### config.mk
export PLATFORM = sky130hd
export DESIGN_NAME = mem_responder
export DESIGN_NICKNAME = d
export VERILOG_FILES = /design/src/rtl/cpu_pkg.sv /design/src/rtl/mem_core.sv /design/src/rtl/mem_responder.sv
export SDC_FILE = /design/constraint.sdc
export NUM_CORES = 1
export LEC_CHECK = 0
export ABC_AREA = 1
export CAP_MARGIN = 30
export CORE_MARGIN = 3
export CORE_UTILIZATION = 60
export DETAILED_ROUTE_END_ITERATION = 6
export PLACE_DENSITY = 0.8
export SETUP_SLACK_MARGIN = 0.2
export SYNTH_ARGS = -nofsm -noshare
export SYNTH_HDL_FRONTEND = slang
export SYNTH_HIERARCHICAL = 1
export SYNTH_SLANG_ARGS = --single-unit
### constraint.sdc
create_clock -name clk -period 2.4 [get_ports clk]
set_input_delay 0.36 -clock clk [delete_from_list [all_inputs] [get_ports clk]]
set_output_delay 0.36 -clock clk [all_outputs]
set_load 0.01 [all_outputs]
### src/rtl/cpu_pkg.sv
// Shared constants and types for the CPU memory responder.
package cpu_pkg;

  localparam int unsigned DW = 8;
  localparam int unsigned AW = 4;
  localparam int unsigned DEPTH = 2 ** AW;

  // Last loader address; reaching it ends the load.
  localparam logic [AW-1:0] LOAD_LAST = 4'd15;

  typedef enum logic [1:0] {
    SERVE   = 2'd0,
    LOAD    = 2'd1,
    RELEASE = 2'd2
  } state_e;

endpackage

### src/rtl/mem_core.sv
// 16x8 store: one synchronous write port, registered read port, synchronous clear.
// Ports: clk, clear (sync, wipes array and read regs), we/addr/wdata (write),
//        re (read strobe on addr), rdata/rvalid (registered read result).
module mem_core
  import cpu_pkg::*;
(
  input  logic          clk,
  input  logic          clear,
  input  logic          we,
  input  logic          re,
  input  logic [AW-1:0] addr,
  input  logic [DW-1:0] wdata,
  output logic [DW-1:0] rdata,
  output logic          rvalid
);

  logic [DW-1:0] mem_q [DEPTH];
  logic [DW-1:0] mem_d [DEPTH];
  logic [DW-1:0] rdata_q, rdata_d;
  logic          rvalid_q, rvalid_d;

  // Reads see the pre-edge contents; rdata holds between reads.
  always_comb begin
    mem_d    = mem_q;
    rdata_d  = rdata_q;
    rvalid_d = re;
    if (we) mem_d[addr] = wdata;
    if (re) rdata_d = mem_q[addr];
  end

  always_ff @(posedge clk) begin
    if (clear) begin
      for (int i = 0; i < int'(DEPTH); i++) mem_q[i] <= '0;
      rdata_q  <= '0;
      rvalid_q <= 1'b0;
    end else begin
      mem_q    <= mem_d;
      rdata_q  <= rdata_d;
      rvalid_q <= rvalid_d;
    end
  end

  assign rdata  = rdata_q;
  assign rvalid = rvalid_q;

endmodule

### src/rtl/mem_responder.sv
// CPU RAM-port responder with a byte-stream program loader.
// Ports: clk, reset (sync, active-high); CPU side mem_addr/mem_wdata/mem_we/
//        mem_re -> mem_rdata/mem_rvalid; loader side load_start/load_data/
//        load_valid -> load_ready/load_count/load_done; CPU control
//        cpu_stop/cpu_reset.
module mem_responder
  import cpu_pkg::*;
(
  input  logic          clk,
  input  logic          reset,
  input  logic [AW-1:0] mem_addr,
  input  logic [DW-1:0] mem_wdata,
  input  logic          mem_we,
  input  logic          mem_re,
  output logic [DW-1:0] mem_rdata,
  output logic          mem_rvalid,
  input  logic          load_start,
  input  logic [DW-1:0] load_data,
  input  logic          load_valid,
  output logic          load_ready,
  output logic [AW:0]   load_count,
  output logic          load_done,
  output logic          cpu_stop,
  output logic          cpu_reset
);

  state_e        state_q, state_d;
  logic [AW-1:0] ptr_q, ptr_d;
  logic [AW:0]   count_q, count_d;

  logic          core_we;
  logic          core_re;
  logic [AW-1:0] core_addr;
  logic [DW-1:0] core_wdata;

  // Next state, pointer/count and write-port mux (CPU vs loader).
  always_comb begin
    state_d    = state_q;
    ptr_d      = ptr_q;
    count_d    = count_q;
    core_we    = 1'b0;
    core_re    = 1'b0;
    core_addr  = mem_addr;
    core_wdata = mem_wdata;
    unique case (state_q)
      SERVE: begin
        core_we = mem_we;
        core_re = mem_re & ~mem_we;  // write wins; read dropped
        if (load_start) begin
          state_d = LOAD;
          ptr_d   = '0;
          count_d = '0;
        end
      end
      LOAD: begin
        if (load_valid) begin
          core_we    = 1'b1;
          core_addr  = ptr_q;
          core_wdata = load_data;
          count_d    = (AW+1)'(count_q + 1'b1);
          // Pointer parks at the last address instead of wrapping.
          if (ptr_q == LOAD_LAST) state_d = RELEASE;
          else                    ptr_d   = AW'(ptr_q + 1'b1);
        end
      end
      RELEASE: state_d = SERVE;
      default: state_d = SERVE;
    endcase
  end

  always_ff @(posedge clk) begin
    if (reset) begin
      state_q <= SERVE;
      ptr_q   <= '0;
      count_q <= '0;
    end else begin
      state_q <= state_d;
      ptr_q   <= ptr_d;
      count_q <= count_d;
    end
  end

  mem_core u_mem_core (
    .clk    (clk),
    .clear  (reset),
    .we     (core_we),
    .re     (core_re),
    .addr   (core_addr),
    .wdata  (core_wdata),
    .rdata  (mem_rdata),
    .rvalid (mem_rvalid)
  );

  // Control outputs decode the registered state only.
  assign load_ready = (state_q == LOAD);
  assign cpu_stop   = (state_q == LOAD);
  assign cpu_reset  = (state_q == LOAD) || (state_q == RELEASE);
  assign load_done  = (state_q == RELEASE);
  assign load_count = count_q;

endmodule

; ---- Word level (Yosys, flattened, before mapping)
; Cells that the tools add are included.
; W data, S select, Z words.
[classes]
add_sub_neg = 2
order_cmp = 2
n_eq_ne = 7
n_mux = 24
bitwise_logic = 3
n_reduce_logical = 7
[ops]
columns = operator, count
row1 = $bwmux W128, 1
row2 = $mux W8, 5
row3 = $bmux W8 S4, 1
row4 = $demux W8 S4, 1
row5 = $mux W4, 5
row6 = $mux W5, 2
row7 = $pmux W5 S2, 1
row8 = $pmux W4 S2, 1
row9 = $mux W2, 3
row10 = $ne A2 B2 Y1 const B, 3
row11 = $reduce_and A3 Y1, 2
row12 = $add A5 B1 Y5 const B, 1
row13 = $ge A5 B5 Y1 const B, 1
row14 = $lt A5 B1 Y1 const B, 1
row15 = $not A4 Y5, 1
row16 = $add A4 B1 Y4 const B, 1
row17 = $eq A4 B4 Y1 const B, 1
row18 = $pmux W2 S2, 1
row19 = $reduce_and A4 Y1, 1
row20 = $eq A2 B1 Y1 const B, 1
row21 = $eq A2 B2 Y1 const B, 1
row22 = $logic_not A2 Y1, 1
row23 = $mux W1, 2
row24 = $ne A2 B1 Y1 const B, 1
row25 = 6 further kinds, 6
[word_totals]
reg_bits = 148
input_bits = 26
out_inout_bits = 18
word_cells = 66

; ---- Longest topological paths before layout
; Gate-level depths: netlist of run 1.
[depth]
ltp_word = 8
depth_mapped = 17
ltp_nobuf = 14

; ---- Cells and area by module
; Netlist of run 1, hierarchy kept.
[by_module_without_submodules]
columns = module, instances, cells_per_inst, area_each_um2
row1 = mem_core, 1, 961, 6301.0
row2 = mem_responder, 1, 134, 889.6

; ---- Least setup slack after synthesis of run 1
; Ideal clock, no wire load.
[synth_path]
path_type = register -> register
start = register state_q[1]
end = register u_mem_core/mem_q[21] (netlist bit)
setup_time_ns = 0.116
arrival_time_ns = 1.987
slack_ns = 0.296
path_stages_with_launch = 13
path_buffers = 3
period_less_slack_ns = 2.104
path_cell_list = dfxtp_1 -> inv_1 -> ha_1 -> nand2_2 -> buf_6 -> o21ai_0 -> nand2_1 -> inv_1 -> buf_2 -> nand2_2 -> buf_6 -> o21ai_1 -> a21oi_1
[synth_via]
elab_chain_len = 8
[synth_rtl]
columns = element, line_no
row1 = "start, declared", mem_responder.sv:27  ; state_e state_q, state_d;
row2 = "start signal, assigned", mem_responder.sv:77  ; state_q <= state_d;
row3 = $eq A2 B1 Y1 (*), mem_responder.sv:45  ; unique case (state_q)
row4 = $mux W4 (*), mem_responder.sv:45
row5 = named net core_addr[3], mem_responder.sv:33  ; logic [AW-1:0] core_addr;
row6 = $not A4 Y5 (not written as such) (*), mem_core.sv:27  ; if (we) mem_d[addr] = wdata;
row7 = $ge A5 B5 Y1 (not written as such) or $lt A5 B1 Y1 (tied branches), mem_core.sv:27
row8 = $logic_and A1 B1 Y1 (not written as such), mem_core.sv:27
row9 = $mux W8 (not written as such), mem_core.sv:27
row10 = $demux W8 S4 (*), mem_core.sv:27
row11 = $bwmux W128 (*), mem_core.sv:27
row12 = "end signal, assigned", mem_core.sv:37  ; mem_q <= mem_d;
row13 = "end, declared", mem_core.sv:17  ; logic [DW-1:0] mem_q [DEPTH];
; The timed path passes the listed nets; every way through them passes the cells marked *.
; A chain may end at the register's enable or synchronous reset.

; ---- Final worst setup path of run 1
[layout_path]
start = register state_q[0]
end = register u_mem_core/mem_q[26] (netlist bit)
[layout_rtl]
columns = element, line_no
row1 = $eq A2 B1 Y1 or $logic_not A2 Y1 (tied branches), mem_responder.sv:45
row2 = $pmux W1 S2 (*), mem_responder.sv:45
row3 = named net core_we, mem_responder.sv:31  ; logic core_we;
; Marks and branches as above.

==> metrics.txt, run 1 <==
# TYPE chip_impl_metric gauge
chip_impl_metric{name="drt.antenna.violating_nets",unit=""} 0
chip_impl_metric{name="fp.coreArea",unit="um^2"} 11600
chip_impl_metric{name="first_global_vias",unit=""} 6196
chip_impl_metric{name="synth_simple_gate_area_share",unit="%"} 33.6
chip_impl_metric{name="ys.warnings.count",unit=""} 6
chip_impl_metric{name="grt_first_pass_wirelength",unit="um"} 30800
chip_impl_metric{name="final_core_utilization",unit="%"} 73.5
chip_impl_info{name="regToRegEndpoint",value="u_mem_core/mem_q[26]$_SDFFE_PP0P_"} 1
chip_impl_info{name="timing.setup.critical_path_class",value="reg -> reg"} 1
chip_impl_metric{name="cts.clk_slew.worst_paths",unit="ps"} 60
chip_impl_info{name="cts_tree",value="done"} 1
chip_impl_metric{name="maxSlewHeadroom",unit="%"} 67.0
chip_impl_metric{name="num_antenna_cells",unit=""} 0
chip_impl_metric{name="vias_per_cell",unit=""} 5.40
chip_impl_metric{name="cts.path.max_buffers",unit=""} 2
chip_impl_metric{name="maxCapViolations",unit=""} 0
chip_impl_metric{name="post-route-drc-count",unit=""} 0
chip_impl_metric{name="clock_insertion_delay_worst_skew",unit="ps"} 430
chip_impl_metric{name="initial_core_util",unit="%"} 62.2
chip_impl_metric{name="mappedNetlistArea",unit="um^2"} 7190
chip_impl_metric{name="clock_tree.htree_level_count",unit=""} 4
chip_impl_metric{name="post_route_cells_drive_above_1_share",unit="%"} 11.2
chip_impl_metric{name="port_buffers",unit=""} 43
chip_impl_metric{name="drt_first_pass_iters",unit=""} 7
chip_impl_metric{name="placementRows",unit=""} 39
chip_impl_info{name="start_kind",value="register"} 1
chip_impl_metric{name="io_pins",unit=""} 44
chip_impl_metric{name="min_path_cells",unit=""} 2
chip_impl_metric{name="postSynthAreaPerCell",unit="um^2"} 6.57
chip_impl_metric{name="die_width",unit="um"} 115
chip_impl_metric{name="p_total",unit="mW"} 7.98
chip_impl_metric{name="synth.mux.area_fraction",unit="%"} 1.31
chip_impl_info{name="grt_setup_unrepaired",value="no"} 1
chip_impl_metric{name="vdd_ir_max",unit="mV"} 0.820
chip_impl_metric{name="critical_path_arrival",unit="ps"} 2380
chip_impl_metric{name="syn2layout_area_growth",unit="%"} 18.1
chip_impl_metric{name="finalWorstPathRequiredPeriod",unit="ps"} 2060
chip_impl_metric{name="synth_seq_area_share",unit="%"} 41.2
chip_impl_metric{name="gpl.final_weighted_congestion",unit=""} 0.961
chip_impl_metric{name="clock.fmax",unit="MHz"} 485
chip_impl_metric{name="power_switching_share",unit="%"} 32.7
chip_impl_metric{name="hold_violations",unit=""} 0
chip_impl_info{name="crit_path_end_kind",value="register"} 1
chip_impl_metric{name="worst_ep_required_time",unit="ps"} 2720
chip_impl_metric{name="path_max_fanout",unit=""} 16
chip_impl_metric{name="setup.reg_to_reg.worst_slack",unit="ps"} 340
chip_impl_metric{name="grt_max_degree",unit=""} 129
chip_impl_metric{name="fp.dieH",unit="um"} 115
chip_impl_metric{name="pre_cts_ws",unit="ps"} 9.16
chip_impl_info{name="main_combinational_cell_family_by_area_after_synthesis",value="simple AND/OR/NAND/NOR gates"} 1
chip_impl_info{name="clock_tree.root_cell",value="clkbuf_16"} 1
chip_impl_info{name="worst_hold_path.endpoint",value="u_mem_core/mem_q[31]$_SDFFE_PP0P_"} 1
chip_impl_metric{name="cts_made_buffers",unit=""} 17
chip_impl_metric{name="wire_per_inst",unit="um"} 14.9
chip_impl_info{name="timing.hold.worst.class",value="reg -> reg"} 1
chip_impl_metric{name="post_synthesis_adder_cell_area_fraction",unit="%"} 1.04
chip_impl_metric{name="dp_hpwl",unit="um"} 12200
chip_impl_info{name="reg2reg_from",value="state_q[0]$_SDFFE_PP0P_"} 1
chip_impl_metric{name="wirelength",unit="um"} 19100
chip_impl_info{name="outcome",value="completed"} 1
chip_impl_metric{name="vias",unit=""} 6948
chip_impl_metric{name="p_clk_share",unit="%"} 36.8
chip_impl_metric{name="totalNegativeSetupSlack",unit="ps"} 0
chip_impl_metric{name="globalRoute.totalOverflow",unit=""} 0
chip_impl_metric{name="die_area",unit="um^2"} 13300
chip_impl_metric{name="grt_antenna_before_repair",unit=""} 0
chip_impl_metric{name="combinationalPowerShare",unit="%"} 27.9
chip_impl_metric{name="grtUsageTotal",unit="%"} 29.3
chip_impl_metric{name="post_synth_inst_count",unit=""} 1095
chip_impl_metric{name="total_leakage_power",unit="nW"} 3.63
chip_impl_metric{name="synth_xor_area_share",unit="%"} 0.122
chip_impl_metric{name="power.switching",unit="mW"} 2.61
chip_impl_metric{name="clock_sink_count",unit=""} 148
chip_impl_metric{name="nets",unit=""} 1164
chip_impl_metric{name="power.density_cell_area",unit="nW/um^2"} 939
chip_impl_metric{name="power.internal",unit="mW"} 5.37
chip_impl_metric{name="skew",unit="ps"} 7.90
chip_impl_metric{name="ys_seq_elements",unit=""} 148
chip_impl_metric{name="worstMarginPinSlew",unit="ps"} 495
chip_impl_metric{name="postLayoutSetupSlackWorst",unit="ps"} 338
chip_impl_metric{name="synth_compound_gate_area_share",unit="%"} 13.6
chip_impl_metric{name="yosys.cell_types.count",unit=""} 30
chip_impl_metric{name="finalMaxSlewViolations",unit=""} 0
chip_impl_metric{name="layout_worst_path_cycle_share",unit="%"} 85.9
chip_impl_metric{name="postSynthNetCount",unit=""} 1127
chip_impl_metric{name="finalSetupViolCount",unit=""} 0
chip_impl_info{name="timing.hold.worst.start",value="u_mem_core/mem_q[31]$_SDFFE_PP0P_"} 1
chip_impl_metric{name="dr.first_iter.drc_count",unit=""} 826
chip_impl_metric{name="r2r_cells",unit=""} 11
chip_impl_metric{name="power.share.sequential",unit="%"} 35.3
[stage by stage]
stage | instance area, um^2 | cells | hold WS [ps]
after CTS | 8410 | 1286 | 453
after detailed placement | 7740 | 1254 | 444
after global placement | 7740 | 1254 | 439
after floorplan | 7190 | 1095 | 429
final | 8490 | 1287 | 453
after global routing | 8490 | 1287 | 473
[power by group through the flow]
| stage | Clock (mW) | Combinational [mW] | Sequential (mW) |
|---|---|---|---|
| floorplan | 0 | 1.45 | 2.84 |
| global placement | 0 | 2.05 | 2.85 |
| detailed placement | 0 | 2.07 | 2.85 |
| CTS | 2.97 | 2.11 | 2.80 |
| global route | 3.07 | 2.45 | 2.83 |
| finish | 2.94 | 2.23 | 2.81 |
[cells by family after synthesis]
family	after synthesis
AND/OR/NAND/NOR	599
XOR/XNOR	1
buffers and inverters	137
adder cells (fa/ha/maj)	6
flip-flops	148
AO/OA/AOI/OAI	196
multiplexers	8
[synth_stat cells (all sizes together)]
master	count	area share [%]
o21ai	145	10
nand4	1	0.087
and3	1	0.087
nand2	314	17
dfxtp	148	41
nor3	1	0.070
mux2	8	1.3
buf	29	3.2
clkbuf	26	1.4
nand3	28	1.9
nor2	254	14
clkinv	1	0.070
xor2	1	0.12
a21oi	51	3.5
ha	6	1.0
inv	81	4.4
[sequential cells by signal (all words and copies together), names as in the netlist]
register,cells
u_mem_core/mem_q,128
load_count,5
ptr_q,4
u_mem_core/rdata,8
state_q,2
u_mem_core/rvalid,1
[timing repair]
| item | 4_1_cts | 5_1_grt |
|---|---|---|
| hold endpoints to repair | 0 | 0 |
| setup endpoints to repair | 26 | 138 |
| hold buffers | 0 | 0 |
| resized for setup | 1 | 28 |
| setup buffers | 1 | 1 |
| pin swaps | 1 | 1 |
[area by class of cell]
cell class	instances	area (um^2)
Tap cell	143	179
Fill cell	921	3070
Clock buffer	19	453
Inverter	82	335
Multi-Input combinational cell	810	3640
Sequential cell	148	2960
Clock inverter	12	201
Timing Repair Buffer	73	718
[worst max path at each step]
stage / start / endpoint / slack, ps
after detailed placement: load_valid / u_mem_core/mem_q[5]$_SDFFE_PP0P_ / 9
after CTS: state_q[1]$_SDFFE_PP0P_ / cpu_stop / 190
final: state_q[0]$_SDFFE_PP0P_ / u_mem_core/mem_q[26]$_SDFFE_PP0P_ / 340
after global placement: load_valid / u_mem_core/rdata[7]$_SDFFE_PP0P_ / 50
after floorplan: state_q[1]$_SDFFE_PP0P_ / u_mem_core/mem_q[21]$_SDFFE_PP0P_ / 300
after global routing: state_q[1]$_SDFFE_PP0P_ / u_mem_core/mem_q[28]$_SDFFE_PP0P_ / 200
[cells in the final DEF (no fill, tap or decap), types with 4 or more instances in the layout]
master / netlist / final
clkinvlp_4: 0 / 5
nand2_1: 296 / 292
nand2_4: 2 / 4
bufinv_16: 0 / 5
clkdlybuf4s50_1: 0 / 41
inv_1: 68 / 61
nor2_4: 4 / 5
clkbuf_16: 0 / 17
o21ai_1: 17 / 22
o21ai_0: 128 / 121
a21oi_1: 51 / 51
nor2_2: 5 / 4
nand3_1: 28 / 28
nand2_2: 15 / 17
dfxtp_1: 148 / 147
nor2_1: 244 / 244
buf_4: 7 / 24
mux2_2: 7 / 7
inv_2: 11 / 14
buf_12: 0 / 4
[worst max-delay path, stage by stage (launching register included)]
cell        delay [ps]
dfxtp_2            350
inv_1              120
ha_4               210
nor2_4              70
o21ai_0            150
buf_4              170
clkinvlp_4         150
nor2_4             160
buf_4              200
nand2_4            140
o21ai_1            180
a21oi_1             60
[metal layers]
metal | GRT usage, % | up-vias | wire [um]
li1 | - | 3503 | -
met1 | 39.8 | 3135 | 8540
met2 | 45.8 | 275 | 8880
met3 | 7.10 | 35 | 1320
met4 | 10.0 | 0 | 381
met5 | 0 | - | 0
No activity file was read; power rests on OpenSTA's default activity.
==> inputs of run 2 (changes only) <==
- GPL_TIMING_DRIVEN: unset -> 1
==> results of run 2 <==
Same layout as run 1: the final DEF is identical, and so are final timing and power.
